[src/rtl/note_arbiter.sv]
// note_arbiter
// Chooses the single note sent to the square-wave tone generator from the set
// of keys currently held on the keyboard.
//  - Held keys live in a small stack, oldest in slot 0 and newest on top.
//  - With arp_en low the newest key sounds (last-pressed priority).
//  - With arp_en high the held keys are stepped through in age order.
//  - Whenever one note gives way to a different note, a short burst of
//    silence is inserted so that the new note is heard as a fresh attack.
//
// Ports:
//   clk         system clock
//   rst         asynchronous, active-high reset
//   ev_valid    key event present
//   ev_ready    event accepted on a clk edge when ev_valid & ev_ready
//               (high whenever rst is low; there is no backpressure)
//   ev_press    1 = key pressed, 0 = key released
//   ev_note     6-bit note code of the event
//   arp_en      1 = arpeggio mode, 0 = last-pressed priority
//   note_out    registered note code to the tone generator, 6'h3F = silence
//   playing     registered, high when note_out is not silence
//   held_count  number of valid stack entries
module note_arbiter #(
  parameter int DEPTH      = 4,
  parameter int GAP_CYCLES = 100000,
  parameter int ARP_TICKS  = 12500000,
  parameter int NOTE_MAX   = 35
) (
  input  logic                           clk,
  input  logic                           rst,
  input  logic                           ev_valid,
  output logic                           ev_ready,
  input  logic                           ev_press,
  input  logic [5:0]                     ev_note,
  input  logic                           arp_en,
  output logic [5:0]                     note_out,
  output logic                           playing,
  output logic [$clog2(DEPTH+1)-1:0]     held_count
);

  localparam int CW = $clog2(DEPTH + 1);
  localparam int IW = $clog2(DEPTH);
  localparam int AW = $clog2(ARP_TICKS);
  localparam int GW = (GAP_CYCLES > 1) ? $clog2(GAP_CYCLES) : 1;

  localparam logic [5:0]    Silence  = 6'h3F;
  localparam logic [5:0]    NoteMaxC = 6'(NOTE_MAX);
  localparam logic [AW-1:0] ArpLastC = AW'(ARP_TICKS - 1);
  localparam logic [GW-1:0] GapLastC = GW'(GAP_CYCLES - 1);

  typedef enum logic [1:0] {
    SILENT,
    SOUND,
    GAP
  } state_t;

  logic [5:0]    stack_q [DEPTH];
  logic [5:0]    stack_d [DEPTH];
  logic [CW-1:0] heldCount_q, heldCount_d;
  logic [AW-1:0] arpCnt_q, arpCnt_d;
  logic [IW-1:0] arpIdx_q, arpIdx_d;
  logic [GW-1:0] gapCnt_q, gapCnt_d;
  state_t        state_q, state_d;
  logic [5:0]    noteOut_q, noteOut_d;
  logic          playing_q;
  logic [5:0]    target;

  assign ev_ready   = ~rst;
  assign note_out   = noteOut_q;
  assign playing    = playing_q;
  assign held_count = heldCount_q;

  // Stack maintenance and arpeggio stepping. Every accepted event is folded
  // into one "remove a slot, then maybe append" operation: a re-press removes
  // the old copy, a press into a full stack removes slot 0, a release of a
  // held key removes it. Slots at or above held_count are always kept at
  // silence so that compaction pulls silence down into the vacated slot.
  // The arpeggio step is evaluated against the post-event count so that a
  // simultaneous event and step both land on the same edge.
  always_comb begin
    int  cntI;
    int  hitIdx;
    int  removeIdx;
    int  idxI;
    logic hit;
    logic removeEn;

    stack_d     = stack_q;
    heldCount_d = heldCount_q;
    arpCnt_d    = arpCnt_q;
    arpIdx_d    = arpIdx_q;
    cntI        = int'(heldCount_q);
    hitIdx      = 0;
    removeIdx   = 0;
    idxI        = 0;
    hit         = 1'b0;
    removeEn    = 1'b0;

    for (int i = 0; i < DEPTH; i++) begin
      if (!hit && i < cntI && stack_q[i] == ev_note) begin
        hit    = 1'b1;
        hitIdx = i;
      end
    end

    if (ev_valid && ev_ready && ev_note <= NoteMaxC && (ev_press || hit)) begin
      removeEn  = hit || (cntI == DEPTH);
      removeIdx = hit ? hitIdx : 0;
      if (removeEn) begin
        for (int i = 0; i < DEPTH - 1; i++) begin
          if (i >= removeIdx) begin
            stack_d[i] = stack_q[i + 1];
          end
        end
        stack_d[DEPTH-1] = Silence;
        cntI = cntI - 1;
      end
      if (ev_press) begin
        for (int i = 0; i < DEPTH; i++) begin
          if (i == cntI) begin
            stack_d[i] = ev_note;
          end
        end
        cntI = cntI + 1;
      end
      heldCount_d = CW'(cntI);
    end

    if (!arp_en || cntI < 2) begin
      arpCnt_d = '0;
      arpIdx_d = '0;
    end else begin
      idxI = int'(arpIdx_q);
      if (idxI >= cntI) begin
        idxI = 0;
      end
      if (arpCnt_q == ArpLastC) begin
        arpCnt_d = '0;
        idxI     = idxI + 1;
        if (idxI >= cntI) begin
          idxI = 0;
        end
      end else begin
        arpCnt_d = arpCnt_q + AW'(1);
      end
      arpIdx_d = IW'(idxI);
    end
  end

  // Target note seen by the output FSM, taken from the registered stack.
  always_comb begin
    int selI;
    target = Silence;
    selI   = arp_en ? int'(arpIdx_q) : int'(heldCount_q) - 1;
    if (heldCount_q != '0) begin
      for (int i = 0; i < DEPTH; i++) begin
        if (i == selI) begin
          target = stack_q[i];
        end
      end
    end
  end

  // Output FSM. A change between two real notes always passes through GAP;
  // going silent, or sounding from silence, happens straight away. The gap
  // runs its full length even if the target moves meanwhile, and the note
  // that finally sounds is whatever the target is on the closing edge.
  always_comb begin
    state_d   = state_q;
    noteOut_d = noteOut_q;
    gapCnt_d  = gapCnt_q;
    case (state_q)
      SILENT: begin
        if (target != Silence) begin
          state_d   = SOUND;
          noteOut_d = target;
        end
      end
      SOUND: begin
        if (target == Silence) begin
          state_d   = SILENT;
          noteOut_d = Silence;
        end else if (target != noteOut_q) begin
          state_d   = GAP;
          noteOut_d = Silence;
          gapCnt_d  = '0;
        end
      end
      GAP: begin
        if (gapCnt_q == GapLastC) begin
          gapCnt_d = '0;
          if (target != Silence) begin
            state_d   = SOUND;
            noteOut_d = target;
          end else begin
            state_d   = SILENT;
            noteOut_d = Silence;
          end
        end else begin
          gapCnt_d = gapCnt_q + GW'(1);
        end
      end
      default: begin
        state_d   = SILENT;
        noteOut_d = Silence;
        gapCnt_d  = '0;
      end
    endcase
  end

  always_ff @(posedge clk or posedge rst) begin
    if (rst) begin
      for (int i = 0; i < DEPTH; i++) begin
        stack_q[i] <= Silence;
      end
      heldCount_q <= '0;
      arpCnt_q    <= '0;
      arpIdx_q    <= '0;
      gapCnt_q    <= '0;
      state_q     <= SILENT;
      noteOut_q   <= Silence;
      playing_q   <= 1'b0;
    end else begin
      stack_q     <= stack_d;
      heldCount_q <= heldCount_d;
      arpCnt_q    <= arpCnt_d;
      arpIdx_q    <= arpIdx_d;
      gapCnt_q    <= gapCnt_d;
      state_q     <= state_d;
      noteOut_q   <= noteOut_d;
      playing_q   <= (noteOut_d != Silence);
    end
  end

endmodule

[config.mk]
export PLATFORM = sky130hd
export DESIGN_NAME = note_arbiter
export DESIGN_NICKNAME = d
export VERILOG_FILES = /design/src/rtl/note_arbiter.sv
export SDC_FILE = /design/constraint.sdc
export NUM_CORES = 1
export LEC_CHECK = 0
export ABC_CLOCK_PERIOD_IN_PS = 6300
export CAP_MARGIN = 20
export CELL_PAD_IN_SITES_DETAIL_PLACEMENT = 2
export CELL_PAD_IN_SITES_GLOBAL_PLACEMENT = 2
export CORE_MARGIN = 2
export CORE_UTILIZATION = 35
export DETAILED_ROUTE_END_ITERATION = 8
export DONT_BUFFER_PORTS = 1
export PLACE_DENSITY = 0.68
export RECOVER_POWER = 25
export SYNTH_ARGS = -nofsm -noshare
export SYNTH_HDL_FRONTEND = slang
export SYNTH_SLANG_ARGS = --single-unit
[constraint.sdc]
create_clock -name clk -period 6.3 [get_ports clk]
set_clock_uncertainty 0.2 [all_clocks]
set_input_delay 1.26 -clock clk [delete_from_list [all_inputs] [get_ports clk]]
set_output_delay 1.26 -clock clk [all_outputs]
set_load 0.03 [all_outputs]
### Word level (Yosys, flattened, before mapping)

Index checks and enable logic that the tools add are counted.
W data, S select, Z words.

* $add $sub $neg: 5
* order comparisons: 11
* equality and inequality tests: 24
* muxes and demuxes: 50
* bitwise operators: 2
* reduce and logical (&&, ||, !) cells: 23

Operator list (number)
* $mux W32: 9
* $eq A3 B32 Y1 const A: 4
* $mux W6: 17
* $mux W24: 4
* $add A32 B2 Y32 const B: 2
* $eq A2 B32 Y1 const A: 2
* $logic_not A32 Y1: 2
* $mux W17: 3
* $pmux W17 S3: 1
* $ge A1 B32 Y1 const A: 1
* $ge A2 B32 Y1 const A: 1
* $ge A3 B32 Y1: 1
* $ge A3 B32 Y1 const A: 1
* $ge A32 B32 Y1: 1
* $lt A32 B3 Y1 const B: 1
* $add A24 B1 Y24 const B: 1
* $eq A24 B24 Y1 const B: 1
* $eq A6 B6 Y1: 4
* $pmux W6 S3: 1
* $add A17 B1 Y17 const B: 1
* $eq A17 B17 Y1 const B: 1
* $mux W2: 8
* $ne A6 B6 Y1 const B: 2
* $logic_and A1 B1 Y1: 10
* 19 further kinds: 36

* register bits after elaboration: 79
* output and inout bits: 11
* logic and storage cells: 126

### Longest topological paths before layout

* depth in word-level cells: 29
* mapped depth: 27
* gate-level depth less buffers: 26

### Worst setup path before layout

OpenSTA, ideal clock, no wires.

* path type: in2reg
* start point: in rst
* end point: reg arpIdx_q[0]
* setup time: 0.079 ns
* arrival: 6.139 ns
* data required time: 6.021 ns
* slack: -0.118 ns
* stages: 19
* cells stage by stage: inv_1 and3_1 o21ai_1 nor2_1 xnor2_1 ha_1 inv_1 a21boi_0 o21ai_0 or2_1 and3_1 ha_1 ha_1 a21oi_1 nor2b_1 o21ai_0 and4_1 o21ai_0 mux2i_1

* word-level cells in the longest chain between the ends: 13
* elaborated cells between the ends (all ways): 15

RTL lines
* start: declaration: RTL line 29 `input logic rst,`
* $not A1 Y1 (*): RTL line 67 `assign ev_ready = ~rst;`
* $logic_and A1 B1 Y1 (*) (3 in a row): RTL line 105 `if (ev_valid && ev_ready && ev_note <= NoteMaxC && (ev_press || hit)) begin`
* $mux W32 (*): RTL line 105
* $ge A3 B32 Y1: RTL line 133 `if (idxI >= cntI) begin`
* $mux W2: RTL line 133
* $mux W32: RTL line 128 `if (!arp_en || cntI < 2) begin`
* $add A32 B2 Y32: RTL line 138 `idxI = idxI + 1;`
* $ge A32 B32 Y1: RTL line 139 `if (idxI >= cntI) begin`
* $mux W2: RTL line 139
* $mux W2: RTL line 136 `if (arpCnt_q == ArpLastC) begin`
* $mux W2 (*): RTL line 128
* named net arpIdx_d[0]: RTL line 60 `logic [IW-1:0] arpIdx_q, arpIdx_d;`
* end signal: assignment: RTL line 226 `arpIdx_q <= arpIdx_d;`
* end: declaration: RTL line 60

Mark *: on every way through the listed nets, which the timed path passes. The rest lies on a longest branch. The select of a mux whose other input is x is not followed.
A chain may end at the register's enable or synchronous reset.

### Worst setup path in the final report

* start point: in ev_note[1]
* end point: reg arpIdx_q[0]

* word-level cells in the longest chain between the ends: 29
* elaborated cells between the ends (all ways): 38

RTL lines
* start: declaration: RTL line 33 `input logic [5:0] ev_note,`
* $eq A6 B6 Y1: RTL line 99 `if (!hit && i < cntI && stack_q[i] == ev_note) begin`
* $logic_and A1 B1 Y1: RTL line 99
* $mux W1: RTL line 99
* $logic_not A1 Y1: RTL line 99
* $logic_and A1 B1 Y1 (2 in a row): RTL line 99
* $mux W1: RTL line 99
* $logic_not A1 Y1: RTL line 99
* $logic_and A1 B1 Y1 (2 in a row): RTL line 99
* (+12 left out)
* $mux W2: RTL line 133
* $mux W32: RTL line 128
* $add A32 B2 Y32: RTL line 138
* $ge A32 B32 Y1: RTL line 139
* $mux W2: RTL line 139
* $mux W2: RTL line 136
* $mux W2 (*): RTL line 128
* named net arpIdx_d[0]: RTL line 60

Marked as above.

==> out/results.ini <==
[outcome]
status = finished, violations left
violations = max-capacitance violations, max-slew violations

[synthesis]
synth_edf_count = 0
ys_warn_count = 0
synth_flop_cell = dfrtp_1
ys_seq_area_share_pct = 38.3
synth_seq_cells = 79
syn_inst = 589
syn_area_per_cell_um2 = 8.93
netlist_area_um2 = 5260
async_flop_share_pct = 100
ys_types = 73
synth_nets = 620

[floorplanning]
io_pins = 22
core_um2 = 14600
die_y_um = 127
die_area_um2 = 16000
initial_core_util_pct = 36.1
rows = 44
die_x_um = 127

[global_route]
antenna_found_initial = 1
grt_usage_pct = 22.7
grt_pass1_vias = 5103
grt-ovfl-total = 0
grt_start_max_net_pins = 51
grt_pass1_wl_um = 28500

[min_path]
min_path_type = reg -> reg

[clocking]
cts_hold_buf = 0
clock-root-buffer = clkbuf_16
cts_tree = built
clkTransAtPathRegs_ns = 0.07
htreeDepth = 3
cts_buffers = 9
cts.sinks = 79
clkLatencyLatePin_ns = 0.36
clockBufferDepth = 2

[power_and_ir_drop]
power_frac_clock_pct = 23.8
p_sw_mw = 1.07
p_sw_share_pct = 43.4
power_frac_seq_pct = 32.8
peakVddDrop_mv = 0.148
p_leak_nw = 2.31
power_frac_comb_pct = 43.4
total_power_mw = 2.47
intPower_mw = 1.40
powerDensity_nw_per_um2 = 425

[final_layout]
final_common_cell = nor2_1
layout-drive-gt1-share_pct = 13.1
fin_util_pct = 39.9
areaGrowthSynthToFinish_pct = 10.6
final_nets = 621
stdcell_count = 780
mostFrequentLayoutCells = nor2_1, a21oi_1, dfrtp_1
nFillCells = 1615

[sta]
finalHoldViolCount = 0
period_share_pct = 93.4
max_freq_mhz = 170
fin_crit_ns = 5.89
max_slew_margin_pct = -84.1
setup_viol = 0
worstMarginPinSlew_ns = 2.76
finalMaxSlewViolations = 82

[drt]
drc = 0
ant_nets = 0
routed_via_density = 6.03
drt_iter0_drc = 234
drt-wirelength-per-cell_um = 22.6
wirelength_um = 17700
vias = 4703
dr.pass1.iters = 4

[job]
cap_violations = 2

[setup_path]
worstSetupStartpointType = primary input
path_cells = xor2_1 -> nor4_1 -> nand4_1 -> nand4_1 -> nor2_4 -> xnor2_2 -> inv_1 -> ha_1 -> nand2b_1 -> o31ai_1 -> a22oi_1 -> ha_1 -> a21boi_0 -> o21ai_0 -> or2_1 -> and3_1 -> ha_1 -> ha_1 -> a21oi_1 -> nor2b_1 -> o21ai_0 -> and4_1 -> o21ai_0 -> mux2i_1
cp-end-kind = register
cp_num_buf_inv = 1
crit_type = in -> reg
path_delay_family = simple AND/OR/NAND/NOR gates
crit_path_top_delay_cell = nor4_1
critPathMaxFanout = 8
cp_common_cell = ha_1
max_stage_delay_ns = 0.32
cp.arrival_ns = 5.96
cp.required_ns = 6.37

[placed_design]
port-buffer-count = 0
dpl.hpwl_um = 13000
routabilityCongestion = 0.909
dp.cells = 762

==> Yosys cell counts, drive strengths merged (7+ instances only) <==
library cell	instances	area [µm²]
xnor2	18	158
nand2	43	161
buf	14	72.6
nor2	75	289
dfstp	30	788
and3	24	150
o21ai	41	209
inv	21	78.8
nor4	7	56.3
o22a	7	61.3
o22ai	20	125
and4	7	61.3
nand4	15	93.8
ha	20	250
a31oi	10	62.6
dfrtp	49	1230
o31ai	7	66.3
xor2	32	280
a21oi	48	240
nand3	18	90.1
==> layer usage <==
layer  global-route usage (%)  wire length [µm]  up-vias
met4                     7.11               350        0
li1                         -                 -     2180
met3                     4.64               643       26
met2                     38.4              8730       74
met1                     29.2              7930     2423
met5                        0                 0        -
==> worst reg2reg max path, stage by stage (launching register included) <==
cell and delay [ns]:
dfrtp_2 0.59, inv_2 0.17, ha_1 0.23, a211oi_1 0.38
nand3_1 0.19, nand4_1 0.24, nor2_4 0.10, xnor2_2 0.26
inv_1 0.12, ha_1 0.31, nand2b_1 0.15, o31ai_1 0.09
a22oi_1 0.15, ha_1 0.33, a21boi_0 0.16, o21ai_0 0.15
or2_1 0.25, and3_1 0.20, ha_1 0.31, ha_1 0.28
a21oi_1 0.14, nor2b_1 0.07, o21ai_0 0.22, and4_1 0.23
o21ai_0 0.10, mux2i_1 0.16
==> power groups by stage <==
stage,Clock (mW),Sequential (mW),Combinational [mW]
2_1_floorplan,0,0.778,0.752
3_3_place_gp,0,0.817,1.00
3_5_place_dp,0,0.818,1.04
4_1_cts,0.605,0.812,1.05
5_1_grt,0.622,0.825,1.19
6_report,0.589,0.810,1.07
==> cell families after synthesis <==
| family | Yosys count | share of synthesized area, % |
|---|---|---|
| flip-flops | 79 | 38.3 |
| AO/OA/AOI/OAI | 177 | 22.9 |
| multiplexers | 2 | 0.381 |
| adder cells (fa/ha/maj) | 20 | 4.76 |
| AND/OR/NAND/NOR | 221 | 22.1 |
| buffers and inverters | 40 | 3.24 |
| XOR/XNOR | 50 | 8.33 |
==> final cells by class <==
class | instances | area, µm² | share of cell area, %
Antenna cell | 1 | 2.50 | 0.0430
Clock buffer | 11 | 243 | 4.17
Clock inverter | 5 | 81.3 | 1.40
Inverter | 21 | 80.1 | 1.38
Multi-Input combinational cell | 470 | 3100 | 53.4
Sequential cell | 79 | 2020 | 34.7
Tap cell | 184 | 230 | 3.96
Timing Repair Buffer | 9 | 60.1 | 1.03
==> timing repair <==
item,4_1_cts,5_1_grt
endpoints found under the setup margin,0,2
gates resized for setup,0,7
setup buffers,0,1
hold endpoints to repair,0,0
==> registers in the layout (all words and copies together), names as in the netlist <==
name        count
playing         1
held_count      3
note_out        6
arpCnt_q       24
gapCnt_q       17
stack_q        24
state_q         2
arpIdx_q        2
==> path summary, 6_finish.rpt <==
path | start | to | slack [ns] | cells past startpoint
worst max register to register | held_count[2] | arpIdx_q[0] | 0.46 | 25
worst min-delay path | gapCnt_q[16] | gapCnt_q[16] | 0.29 | 1
max in group asynchronous | rst | state_q[1] | 0.97 | 3
min in group asynchronous | rst | arpCnt_q[8] | 1.44 | 2
worst max-delay path | ev_note[1] | arpIdx_q[0] | 0.41 | 24
worst min register to register | gapCnt_q[16] | gapCnt_q[16] | 0.29 | 1
==> stage by stage <==
| step | setup slack (ns) | instance area, µm² | hold WS, ns | setup TNS, ns |
|---|---|---|---|---|
| after global routing | -0.0389 | 5810 | 0.345 | -0.0389 |
| final | 0.414 | 5820 | 0.290 | 0 |
| after detailed placement | -0.140 | 5460 | 0.292 | -0.142 |
| after floorplan | 0.333 | 5260 | 0.245 | 0 |
| after global placement | 0.317 | 5460 | 0.275 | 0 |
| after CTS | 0.0755 | 5790 | 0.300 | 0 |
No activity file was read; power rests on OpenSTA's default activity.
